## src/rtl/sdram_line_port.sv

```systemverilog
// rtl/sdram_line_port.sv - cache line-fill burst reader with posted-write FIFO toward SDRAM
module sdram_line_port #(
    parameter int WBUF_DEPTH = 4
) (
    input  logic        clk,
    input  logic        reset,
    input  logic [31:0] cpu_addr,
    input  logic        fill_req,
    output logic        fill,
    output logic [15:0] fill_data,
    input  logic        wr_req,
    input  logic [31:0] wr_addr,
    input  logic [15:0] wr_data,
    input  logic [1:0]  wr_be,
    output logic        wr_full,
    output logic        wr_overflow,
    output logic        busy,
    output logic        mem_req,
    output logic        mem_we,
    output logic [24:0] mem_addr,
    output logic [15:0] mem_wdata,
    output logic [1:0]  mem_be,
    input  logic        mem_ack,
    input  logic        mem_rvalid,
    input  logic [15:0] mem_rdata
);

    localparam int AW = (WBUF_DEPTH > 1) ? $clog2(WBUF_DEPTH) : 1;
    localparam logic [AW:0] FULL_COUNT = (AW+1)'(WBUF_DEPTH);

    localparam logic [2:0] S_IDLE       = 3'd0;
    localparam logic [2:0] S_WR_CMD     = 3'd1;
    localparam logic [2:0] S_RD_CMD     = 3'd2;
    localparam logic [2:0] S_RD_COLLECT = 3'd3;
    localparam logic [2:0] S_FILL_OUT   = 3'd4;

    logic [2:0]    state;

    logic [24:0]   fifo_addr [WBUF_DEPTH];
    logic [15:0]   fifo_data [WBUF_DEPTH];
    logic [1:0]    fifo_be   [WBUF_DEPTH];
    logic [AW-1:0] wr_ptr;
    logic [AW-1:0] rd_ptr;
    logic [AW:0]   count;

    logic [15:0]   line_buf [4];
    logic [1:0]    word_cnt;
    logic [1:0]    out_idx;

    logic          push;
    logic          pop;

    // Only byte-address bits 25:1 reach SDRAM; the rest are deliberately ignored.
    logic unused_addr_bits;
    assign unused_addr_bits = ^{cpu_addr[31:26], cpu_addr[0], wr_addr[31:26], wr_addr[0]};

    assign wr_full = (count == FULL_COUNT);
    assign push    = wr_req && !wr_full;
    assign pop     = (state == S_WR_CMD) && mem_ack;
    assign busy    = (state != S_IDLE) || (count != '0);

    // Posted-write storage; contents need no reset since count gates every read.
    always_ff @(posedge clk) begin
        if (push) begin
            fifo_addr[wr_ptr] <= wr_addr[25:1];
            fifo_data[wr_ptr] <= wr_data;
            fifo_be[wr_ptr]   <= wr_be;
        end
    end

    // FIFO pointers, occupancy and sticky overflow flag.
    always_ff @(posedge clk) begin
        if (reset) begin
            wr_ptr      <= '0;
            rd_ptr      <= '0;
            count       <= '0;
            wr_overflow <= 1'b0;
        end else begin
            if (push) begin
                wr_ptr <= wr_ptr + 1'b1;
            end
            if (pop) begin
                rd_ptr <= rd_ptr + 1'b1;
            end
            if (push && !pop) begin
                count <= count + 1'b1;
            end else if (!push && pop) begin
                count <= count - 1'b1;
            end
            if (wr_req && wr_full) begin
                wr_overflow <= 1'b1;
            end
        end
    end

    // Line buffer filled in arrival order, so slot 0 holds the critical word.
    always_ff @(posedge clk) begin
        if (state == S_RD_COLLECT && mem_rvalid) begin
            line_buf[word_cnt] <= mem_rdata;
        end
    end

    // Command sequencer: drains posted writes first, then bursts the line and replays it.
    always_ff @(posedge clk) begin
        if (reset) begin
            state     <= S_IDLE;
            mem_req   <= 1'b0;
            mem_we    <= 1'b0;
            mem_addr  <= '0;
            mem_wdata <= '0;
            mem_be    <= '0;
            fill      <= 1'b0;
            fill_data <= '0;
            word_cnt  <= '0;
            out_idx   <= '0;
        end else begin
            fill <= 1'b0;
            case (state)
                S_IDLE: begin
                    if (count != '0) begin
                        mem_req   <= 1'b1;
                        mem_we    <= 1'b1;
                        mem_addr  <= fifo_addr[rd_ptr];
                        mem_wdata <= fifo_data[rd_ptr];
                        mem_be    <= fifo_be[rd_ptr];
                        state     <= S_WR_CMD;
                    end else if (fill_req) begin
                        mem_req  <= 1'b1;
                        mem_we   <= 1'b0;
                        mem_addr <= cpu_addr[25:1];
                        mem_be   <= 2'b11;
                        state    <= S_RD_CMD;
                    end
                end
                S_WR_CMD: begin
                    if (mem_ack) begin
                        mem_req <= 1'b0;
                        state   <= S_IDLE;
                    end
                end
                S_RD_CMD: begin
                    if (mem_ack) begin
                        mem_req  <= 1'b0;
                        word_cnt <= '0;
                        state    <= S_RD_COLLECT;
                    end
                end
                S_RD_COLLECT: begin
                    if (mem_rvalid) begin
                        word_cnt <= word_cnt + 1'b1;
                        if (word_cnt == 2'd3) begin
                            // Slot 0 goes out with the strobe; the rest follow from FILL_OUT.
                            fill      <= 1'b1;
                            fill_data <= line_buf[0];
                            out_idx   <= 2'd1;
                            state     <= S_FILL_OUT;
                        end
                    end
                end
                S_FILL_OUT: begin
                    fill_data <= line_buf[out_idx];
                    out_idx   <= out_idx + 1'b1;
                    if (out_idx == 2'd3) begin
                        state <= S_IDLE;
                    end
                end
                default: begin
                    state <= S_IDLE;
                end
            endcase
        end
    end

endmodule

```

## config.mk

```make
export PLATFORM = sky130hd
export DESIGN_NAME = sdram_line_port
export DESIGN_NICKNAME = d
export VERILOG_FILES = /design/src/rtl/sdram_line_port.sv
export SDC_FILE = /design/constraint.sdc
export NUM_CORES = 1
export LEC_CHECK = 0
export BUFFER_PORTS_ARGS = -buffer_cell sky130_fd_sc_hd__buf_2
export CAP_MARGIN = 25
export CORE_ASPECT_RATIO = 1.4
export CORE_UTILIZATION = 55
export DETAILED_ROUTE_END_ITERATION = 10
export GPL_ROUTABILITY_DRIVEN = 0
export PLACE_DENSITY = 0.77
export SYNTH_ARGS = -nofsm -noshare
export SYNTH_HDL_FRONTEND = slang
export SYNTH_SLANG_ARGS = --single-unit
```

## constraint.sdc

```tcl
create_clock -name clk -period 3 [get_ports clk]
set_clock_uncertainty 0.1 [all_clocks]
set_input_delay 0.15 -clock clk [delete_from_list [all_inputs] [get_ports clk]]
set_output_delay 0.15 -clock clk [all_outputs]
set_load 0.02 [all_outputs]
```

# Word-level counts from Yosys, hierarchy flattened
# Memories as Yosys holds them, arrays and structs flattened. A register that Yosys moved wholly into a read port is not among the register bits.
# Cells that the tools add are included.
# Widths: inputs -> output; s select.
# word_totals
regBits	61
latchBits	0
ramBits	236
romBits	0
inputBits	104
output_inout_bits	65
word_cells	105
mem_count	4
# classes
addsub	6
mul	0
div_mod_pow	0
magnitude_cmp	0
eq_ne	14
shift	0
mux	40
n_bitwise	2
n_reduce_logical	26
# mem_list
memory	words	word_bits	rd	rd_ports_with_merged_regs	write_ports	line	rtl
fifo_addr	4	25	1	1	1	39	logic [24:0] fifo_addr [WBUF_DEPTH];
fifo_data	4	16	1	1	1	40	logic [15:0] fifo_data [WBUF_DEPTH];
line_buf	4	16	2	1	1	46	logic [15:0] line_buf [4];
fifo_be	4	2	1	1	1	41	logic [1:0] fifo_be [WBUF_DEPTH];
# ops
op	count
$mux 25	2
$mux 16	2
$pmux 16 s2	1
$mux 3	9
$mux 2	12
$pmux 3 s5	1
$mux 1	10
$reduce_bool 2->1	5
$reduce_and 3->1	3
$add 2x1->2 const B	4
$ne 2x2->1 const B	4
$pmux 2 s2	2
$eq 3x2->1 const B	2
$eq 3x3->1 const B	2
$logic_and 1x1->1	6
$reduce_and 6->1	1
$reduce_bool 3->1	2
$eq 2x2->1 const B	2
$ne 2x1->1 const B	2
$reduce_and 2->1	2
$add 3x1->3 const B	1
$eq 3x1->1 const B	1
$logic_not 1->1	3
$logic_not 3->1	1
7 further kinds	8

# Longest topological paths before layout
# depth
ltp_word	7
ltp_mapped	9
mapped_depth_nobuf	8

# Worst setup path before layout
# Ideal clock, no wire load.
# synth_path
path_type	register to register
startpoint	register count[0]
endpoint	memory fifo_addr[1][0], enable pin
setup_time_ps	405
arrival_time_ps	1997
t_required_ps	2495
slack_ps	499
stages_incl_launch_ff	5
n_path_buf	1
period_less_slack_ps	2501
path_cell_list	dfxtp_1 -> nor3b_1 -> nor2b_1 -> clkbuf_1 -> and2_1
# synth_via
elab_chain_cells	5
# synth_lines
item	line	rtl
from (decl)	44	logic [AW:0] count;
from (signal assigned)	86	count <= count + 1'b1;
from (signal assigned)	88	count <= count - 1'b1;
$eq 3x3->1	57	assign wr_full = (count == FULL_COUNT);
net wr_full	15	output logic wr_full,
$logic_not 1->1	58	assign push = wr_req && !wr_full;
$logic_and 1x1->1	58	
net push	50	logic push;
$mux 1	64	if (push) begin
$mux 1 (not written as such)	65	fifo_addr[wr_ptr] <= wr_addr[25:1];
to (decl)	39	
# The timed path passes the listed nets, and every way through them passes these cells.

# Worst setup path after layout
# layout_path
startpoint	register state[0]
endpoint	register mem_addr[12]
# layout_via
elab_chain_cells	2
# layout_lines
item	line	rtl
from (decl)	37	logic [2:0] state;
from (signal assigned)	106	state <= S_IDLE;
from (signal assigned)	126	state <= S_WR_CMD;
from (signal assigned)	132	state <= S_RD_CMD;
$logic_not 3->1	118	case (state)
$reduce_and 2->1 (no source line)	-	
to (signal assigned)	123	mem_addr <= fifo_addr[rd_ptr];
to (signal assigned)	130	mem_addr <= cpu_addr[25:1];
to (decl)	20	output logic [24:0] mem_addr,
# Every way passes these cells.
# A chain may end at the register's enable or synchronous reset.

==> key figures <==
Critical path
  • CP Cell Sequence: nor3_1 -> o21a_2 -> o221ai_1 -> a31oi_1 -> dlygate4sd3_1
  • CP Launch Point: state[0]
  • CP endpoint kind: flip-flop
  • Worst path slowest cell: o21a_2
  • CP Launch Type: flip-flop
  • Crit path buf inv count: 1
  • Largest stage delay, worst path: around 0.64 ns
  • Reg2Reg Launch Point: state[0]
  • Critical path data required time: about 3.4 ns
  • Worst EP arrival: 3.07 ns
  • Critical Path Fanout Max: 27
  • Critical path class: reg -> reg
  • Family with the most delay on the worst path: compound AO/OA/AOI/OAI gates

Route
  • Via Count: 7372
  • 1st-iter DRT viols: 413
  • Drt total wl: about 26000 µm
  • DR pass1 iterations: 4
  • DR WL/cell: approximately 20 µm
  • Via density: 5.70
  • Post-route ant nets: 0
  • Drt drc: 0

Die
  • Die area: 22300 µm²
  • Initial Util: approximately 56%
  • DIE WIDTH: 126 µm
  • CORE AREA: around 21000 µm²
  • Die H: 176 µm
  • Site Rows: 63
  • I/O pin cnt: 169

Timing
  • Min cycle time layout: 2.69 ns
  • Final hold violations: 0
  • Total negative slack: 0 ns
  • Fmax: 0.372 GHz
  • Fin crit share: between 80% and 90%
  • Setup ws final: 0.312 ns
  • Slew HR: 41.5%
  • # setup viols final: 0
  • Slew @ Worst Pin: 0.877 ns
  • RSZ-0062 raised after global routing: false
  • Slew Limit Fails: 0

Flow run
  • Max Cap Viol: 0

Placement
  • Post-Place Setup Slack: 0.670 ns
  • Placed instance count: 1149
  • IO buf count: 154
  • DP HPWL: 15100 µm

Clock tree
  • Clk sink count: 317
  • CTS tree: built
  • CTS Root Cell: clkbuf_16
  • Worst-path clk slew: 0.07 ns
  • H-tree Lvls: 1
  • Clk_lat worst skew: 0.54 ns
  • Clock buffer count from CTS: 28
  • CTS max path bufs: 3

Layout
  • Final std cells w/o fill: 1293
  • Share of cells above drive strength 1: 27.8%
  • Final nets: 1125
  • Area Overhead vs Synth: 25.4%

Global route
  • Pin count of the biggest net entering global routing: 44
  • GRT busiest layer: met2
  • Met2 Resource Use GR: 43.8%
  • Number of global-route vias before repair: 7694
  • Initial antenna violation count: 1
  • GR Util All Layers: 23.8%
  • GRT met3 Usage: between 3 and 4%
  • Total grt overflow: 0
  • First-pass GRT wire length: 40400 µm
  • M1 GR Usage: about 28%

Synth
  • Cell Area, Synth: 11900 µm²
  • Syn avg cell area: 15.7 µm²
  • Cells after Synth: 758
  • Mapped Nets: between 800 and 900
  • Yosys warns: 0
  • Seq/Total Area, Yosys: approximately 73%
  • Prevailing post-synth register cell: edfxtp_1
  • Share of flip-flops with an asynchronous set or reset: 0%
  • Netlist cell types: 47
  • Synthesized flop and latch total: roughly 320
  • Post-synth EDFFs: 236

Worst hold path
  • Hold Startpoint: reset
  • Hold/Removal Path Class: in -> reg

Run status
  • Outcome: finished clean

Power and ir drop
  • VDD IR max: 0.767 mV
  • Leakage: 0.00543 µW
  • P per Cell Area: roughly 800 nW/µm²
## metal layers
layer,up-vias,wire length (µm)
met1,3660,9850
met2,262,14000
li1,3401,-
met3,49,1390
met5,-,0
met4,0,620
## cell families (layout without fill, tap and decap cells)
| family | Yosys count | count (layout) | synth area share [%] |
|---|---|---|---|
| AND/OR/NAND/NOR | 171 | 171 | 6.18 |
| buffers and inverters | 76 | 350 | 2.70 |
| multiplexers | 47 | 47 | 8.46 |
| XOR/XNOR | 6 | 6 | 0.441 |
| other | 0 | 1 | 0 |
| flip-flops | 317 | 317 | 73.1 |
| adder cells (fa/ha/maj) | 11 | 11 | 1.22 |
| AO/OA/AOI/OAI | 130 | 130 | 7.95 |
## final cells by class
type	instances	area (µm²)
repair buffers	270	1940
fillers	1318	6260
diodes	1	2.50
flip-flops and latches	317	8710
well taps	260	325
inverters	28	105
clock buffers	40	827
multi-input cells	365	2900
clock inverters	12	126
## flip-flops by register name, indices dropped and copies added (netlist names), named ones only
| name | cells |
|---|---|
| fifo_data | 64 |
| wr_ptr | 2 |
| mem_we | 1 |
| rd_ptr | 2 |
| state | 3 |
| mem_wdata | 16 |
| fill_data | 16 |
| fifo_be | 8 |
| wr_overflow | 1 |
| fill | 1 |
| word_cnt | 2 |
| fifo_addr | 100 |
| out_idx | 2 |
| mem_addr | 25 |
| mem_req | 1 |
| count | 3 |
| line_buf | 64 |
| mem_be | 2 |
## cell usage after synthesis (all sizes together), types with 8 or more instances
cell	count	area share [%]
buf	21	0.94
inv	28	0.88
a21oi	41	1.7
ha	10	1.0
nor2	55	1.7
o22ai	17	0.89
edfxtp	236	59
and2	8	0.42
nand2	85	2.7
clkbuf	27	0.87
mux4	43	8.1
a2111oi	14	1.5
dfxtp	81	14
a211oi	18	1.1
a311oi	24	1.8
## placed cells by master, fill, tap and decap left out, drive strengths merged, types with 2 or more instances in the layout
cell type,synthesis,final
edfxtp,236,236
buf,21,179
dlygate4sd3,0,91
nand2,85,85
dfxtp,81,81
nor2,55,55
mux4,43,43
a21oi,41,41
clkbuf,27,40
inv,28,31
a311oi,24,24
a211oi,18,18
o22ai,17,17
a2111oi,14,14
ha,10,10
and2,8,8
clkinv,0,5
a31oi,4,4
xor2,4,4
mux2i,4,4
nor3,4,4
o21ai,4,4
and3,3,3
o221ai,3,3
nand2b,3,3
nor3b,3,3
or3,2,2
xnor2,2,2
nand3,2,2
bufinv,0,2
clkinvlp,0,2
## stage by stage
| stage | total power, µW | hold WS [ns] | instance area [µm²] | utilization [%] |
|---|---|---|---|---|
| floorplan | 7490 | 0.149 | 11900 | - |
| global placement | 8400 | 0.262 | 13100 | 61.7 |
| detailed placement | 8480 | 0.265 | 13100 | 61.7 |
| CTS | 12200 | 0.0155 | 14900 | 70.5 |
| global route | 12800 | 0.0378 | 14900 | 70.5 |
| finish | 12300 | 0.0305 | 14900 | 70.5 |
## where the power goes
| part | total [µW] | leakage, µW | switching (µW) | internal, µW |
|---|---|---|---|---|
| registers | 5590 | 0.00282 | 277 | 5310 |
| logic | 3000 | 0.00215 | 1870 | 1130 |
| clock network | 3660 | 0.000468 | 1560 | 2100 |
## path summary, 6_finish.rpt
path / to / slack, ns / cells past startpoint
worst max-delay path: mem_addr[12] / 0.31 / 5
worst min-delay path: wr_overflow / 0.03 / 2
worst max register to register: mem_addr[12] / 0.31 / 5
worst min register to register: mem_wdata[13] / 0.35 / 2
## what timing repair did
| action | CTS | global route |
|---|---|---|
| hold buffers | 91 | 0 |
| endpoints found under the hold margin | 268 | 0 |
| buffers inserted | 0 | 0 |
| resized for setup | 0 | 1 |
| endpoints found under the setup margin | 0 | 3 |
Note: power is estimated with default switching activity, not from simulation.
